--- src/rtl/ixc_sv_sfifo_writer.sv ---
// ixc_sv_sfifo_writer: producer end of the SV streaming FIFO channel; buffers DUT words
// and forwards them to the transport under host read-count window flow control.
module ixc_sv_sfifo_writer #(
  parameter int DATA_W = 256,
  parameter int DEPTH  = 16,
  parameter int WINDOW = 64,
  localparam int AW    = $clog2(DEPTH)
) (
  input  logic              clk,
  input  logic              rst_n,
  input  logic              enable,
  input  logic              wr_vld,
  input  logic [DATA_W-1:0] wr_data,
  output logic              wr_rdy,
  input  logic              flush_req,
  output logic              flush_done,
  output logic              xp_vld,
  output logic [DATA_W-1:0] xp_data,
  input  logic              xp_rdy,
  input  logic [63:0]       rd_cnt,
  output logic [63:0]       wr_cnt,
  output logic [63:0]       xp_cnt,
  output logic [AW:0]       level,
  output logic              cnt_err
);
  typedef enum logic [1:0] {IDLE, RUN, DRAIN} state_t;
  state_t stateQ, stateD;
  logic [DATA_W-1:0] mem [DEPTH];
  logic [AW-1:0] wrPtr, rdPtr;
  logic [63:0] inFlight, pending;
  logic push, load, ahead, creditOk, drained;
  assign inFlight = xp_cnt - rd_cnt;
  assign ahead    = inFlight[63];
  // the word sitting in xp_data is counted too, so the window never overshoots
  assign pending  = inFlight + 64'(xp_vld);
  assign creditOk = !ahead && pending < 64'(WINDOW);
  assign wr_rdy   = stateQ == RUN && level < (AW+1)'(DEPTH) && !flush_req;
  assign push     = wr_vld && wr_rdy;
  assign load     = (!xp_vld || xp_rdy) && level != 0 && creditOk && stateQ != IDLE;
  assign drained  = level == 0 && !xp_vld;
  assign flush_done = stateQ == DRAIN && drained;
  always_comb begin
    stateD = stateQ;
    stateD = stateQ == IDLE ? (enable ? RUN : IDLE) :
             stateQ == RUN  ? (flush_req ? DRAIN : enable ? RUN : IDLE) :
             drained        ? (enable ? RUN : IDLE) : DRAIN;
  end
  always_ff @(posedge clk) if (push) mem[wrPtr] <= wr_data;
  always_ff @(posedge clk) begin
    if (!rst_n) begin
      stateQ  <= IDLE;
      wrPtr   <= '0;
      rdPtr   <= '0;
      level   <= '0;
      xp_vld  <= 1'b0;
      xp_data <= '0;
      wr_cnt  <= '0;
      xp_cnt  <= '0;
      cnt_err <= 1'b0;
    end else begin
      stateQ  <= stateD;
      wrPtr   <= wrPtr + AW'(push);
      rdPtr   <= rdPtr + AW'(load);
      level   <= level + (AW+1)'(push) - (AW+1)'(load);
      xp_vld  <= load || (xp_vld && !xp_rdy);
      xp_data <= load ? mem[rdPtr] : xp_data;
      wr_cnt  <= wr_cnt + 64'(push);
      xp_cnt  <= xp_cnt + 64'(xp_vld && xp_rdy);
      cnt_err <= cnt_err || ahead;
    end
  end
endmodule

--- config.mk ---
export PLATFORM = sky130hd
export DESIGN_NAME = ixc_sv_sfifo_writer
export DESIGN_NICKNAME = d
export VERILOG_FILES = /design/src/rtl/ixc_sv_sfifo_writer.sv
export SDC_FILE = /design/constraint.sdc
export NUM_CORES = 2
export LEC_CHECK = 0
export ABC_CLOCK_PERIOD_IN_PS = 29100
export BUFFER_PORTS_ARGS = -buffer_cell sky130_fd_sc_hd__buf_2
export CAP_MARGIN = 30
export CORE_UTILIZATION = 53
export CTS_CLUSTER_SIZE = 40
export DETAILED_ROUTE_END_ITERATION = 8
export GPL_TIMING_DRIVEN = 0
export PLACE_DENSITY = 0.78
export SLEW_MARGIN = 0
export SYNTH_ARGS = -nofsm -noshare
export SYNTH_HDL_FRONTEND = slang
export SYNTH_SLANG_ARGS = --single-unit
export TNS_END_PERCENT = 1
--- constraint.sdc ---
create_clock -name clk -period 29.1 [get_ports clk]
set_clock_uncertainty 0.1 [all_clocks]
set_input_delay 2.91 -clock clk [delete_from_list [all_inputs] [get_ports clk]]
set_output_delay 2.91 -clock clk [all_outputs]
set_load 0.02 [all_outputs]
==> results.ini <==
[outcome]
status = complete, no violations

[yosys]
synth_top_area_share_pct = 69.9
synth_area_leader_cell = edfxtp_1
synth.top_cells.by_count = 4,096 x edfxtp_1, 1,226 x mux4_2, 672 x nand2_1, 401 x dfxtp_1, 318 x mux2i_1
yosys_most_used_dff = edfxtp_1
synth_area_um2 = 176000
yosys.cell_types.count = 94
syn_nets = 8983
yosys_register_bits = 4497
synth_warnings = 0
async_flop_share_pct = 0
syn_inst = 8578
synth_seq_area_share_pct = 74.4
synth_edf_count = 4096
synth_area_leaders = edfxtp_1 70%, mux4_2 16%, dfxtp_1 4.6%
yosysMostFrequentCell = edfxtp_1
synth.avg_cell_area_um2 = 20.5

[setup_path]
crit_type = in -> reg
rr_worst_depth = 28
reg2reg_from = xp_cnt[0]
arrival_ps = 9910
critPathCaptureType = register
crit_slowest_cell = or4b_2
cp-start-kind = primary input
cp_common_cell = inv_1
max_stage_delay_ps = 670
path_max_fanout = 6
cp_data_required_time_ps = 29870
timing.rr.end = level[4]
r2r_slack_ps = 21600

[route]
drtPass1Iterations = 8
drc = 0
wl_per_cell_um = 35.6
wirelength_um = 535000
avgViaCountPerCell = 6.55
detail-route-antenna-nets = 0
vias = 98700
drt_first_iter_violations = 14400

[clocking]
clkLatencyLatePin_ps = 1000
cts.reportedPaths.clkPinSlew_ps = 60
cts_setup_buffers = 0
cts_made_buffers = 424
cts_tree = built
cts.sinks = 4497
cts-root-buf = clkbuf_16
clock_path_buffers = 4
cts_max_level = 5
ctsHoldBuffers = 0
cts_resized = 0

[timing]
finalMaxSlewViolations = 0
tightest_slew_ps = 1080
hold_ws_ps = 358
fmax_mhz = 109
hold_violations = 0
relSlewSlack_pct = 27.7
setup_viol = 0
period_minus_slack_ps = 9140
finalSetupTns_ps = 0
rsz0062_at_grt = false
fin_crit_sh_pct = 31.4

[job]
max_cap_violations = 0

[final_layout]
syn2layout_area_growth_pct = 17.8
seq_area_um2 = 131000
drive_above_1_share_pct = 30.7
nets = 10600
fin_util_pct = 62.7
multiInputGateArea_um2 = 42900
n_fill_cell = 21100

[min_path]
whs_path_depth = 2
whs_endpoint = xp_data[101]
hold_class = reg -> reg
min_from = xp_data[101]

[power]
p_leak_uw = 0.0683
ir_worst_vdd_mv = 0.0642
power_per_cell_area_nw_per_um2 = 62.1

[floorplan]
rows = 211
ios = 719
dieArea_um2 = 334000
initial_core_util_pct = 53.3
core_area_um2 = 331000
dieHeight_um = 578
fp.dieW_um = 578

[global_routing]
grt_overflow = 0
track_usage_pct = 31.5
grt_max_degree = 25
antenna_found_initial = 176
grt_pass1_vias = 99200
grt_pass1_wl_um = 738000

[placement]
gp_congestion = 0.887
hpwl_um = 346000
port_buffers = 717

==> report_power, final <==
part           switching, uW  internal [uW]
clock                   2470           3130
combinational            164           56.1
sequential              3.42           7040
==> per-stage QoR <==
stage,cell area [um2],setup WS [ps],cells,total power (uW)
5_1_grt,207000,19410,15000,13100
6_report,207000,19960,15100,12900
3_3_place_gp,185000,-17220,13700,7390
2_1_floorplan,176000,6190,8578,7260
4_1_cts,207000,20080,14900,12900
3_5_place_dp,193000,19080,14100,7400
==> cells in the final DEF, fill, tap and decap left out, types with 32 or more instances in the layout <==
cell / instances
buf_2: 737
buf_12: 144
o211ai_1: 65
dfxtp_1: 401
clkinv_1: 62
nand4_1: 60
mux4_2: 1226
buf_8: 160
o21ai_0: 84
nor2_1: 100
clkbuf_8: 35
clkbuf_1: 359
buf_16: 32
mux2_2: 57
bufinv_16: 32
nand3_1: 76
clkinv_2: 80
clkbuf_16: 435
and2_1: 125
or3_1: 53
diode_2: 107
nand2_1: 672
buf_6: 172
xnor2_1: 93
inv_1: 100
edfxtp_1: 4096
buf_1: 105
a21oi_1: 91
and3_1: 34
xor2_1: 46
nor3_1: 42
ha_1: 77
mux2i_1: 318
a21o_1: 37
==> worst max path at each step <==
| stage | start | end | slack [ps] | depth (start not counted) |
|---|---|---|---|---|
| final | rd_cnt[0] | level[4] | 19960 | 28 |
| after global routing | rd_cnt[0] | level[4] | 19410 | 28 |
| after floorplan | flush_req | mem[0][0] | 6190 | 4 |
| after global placement | flush_req | mem[3][28] | -17220 | 6 |
| after detailed placement | rd_cnt[0] | level[4] | 19080 | 28 |
| after CTS | rd_cnt[0] | level[4] | 20080 | 28 |
==> flip-flops by register name, summed over array words and instances, names as in the netlist <==
name and cells:
mem 4096, xp_data 256, wr_cnt 64, xp_cnt 64
level 5, rdPtr 4, wrPtr 4, stateQ 2
cnt_err 1, xp_vld 1
==> area by class of cell <==
| cell class | instances | share of cell area (%) |
|---|---|---|
| multi-input combinational | 3546 | 20.7 |
| clock inverter | 225 | 1.04 |
| antenna | 107 | 0.129 |
| tap | 4366 | 2.64 |
| sequential | 4497 | 63.2 |
| timing repair buffer | 1207 | 5.53 |
| clock buffer | 573 | 5.68 |
| inverter | 100 | 0.181 |
| buffer | 435 | 0.908 |
==> metal layers <==
layer	vias to the layer above	wire, um	track usage, %
met2	7930	251000	49.7
li1	38600	-	-
met4	92	36900	19.0
met1	50400	174000	38.9
met3	1572	72700	9.22
met5	-	588	0
==> cells by family (layout without fill, tap and decap cells) <==
family	after synthesis	in the layout	share of synthesized area, %
and+or+nand+nor	1274	1274	3.42
xor gates and xnor gates	139	139	0.692
buffers and inverters	535	2540	1.27
adders and majority gates	79	79	0.570
other	0	107	0
muxes	1602	1602	17.9
AOI/OAI and AO/OA	452	452	1.75
DFF	4497	4497	74.4
==> critical path: cells and delay by family <==
kind | cells | cell delay [ps]
fa+ha+maj | 5 | 1520
compound gates | 5 | 1150
simple gates | 12 | 3800
xor+xnor | 1 | 200
buf+inv | 5 | 340
(Power assumes the default switching activity.)
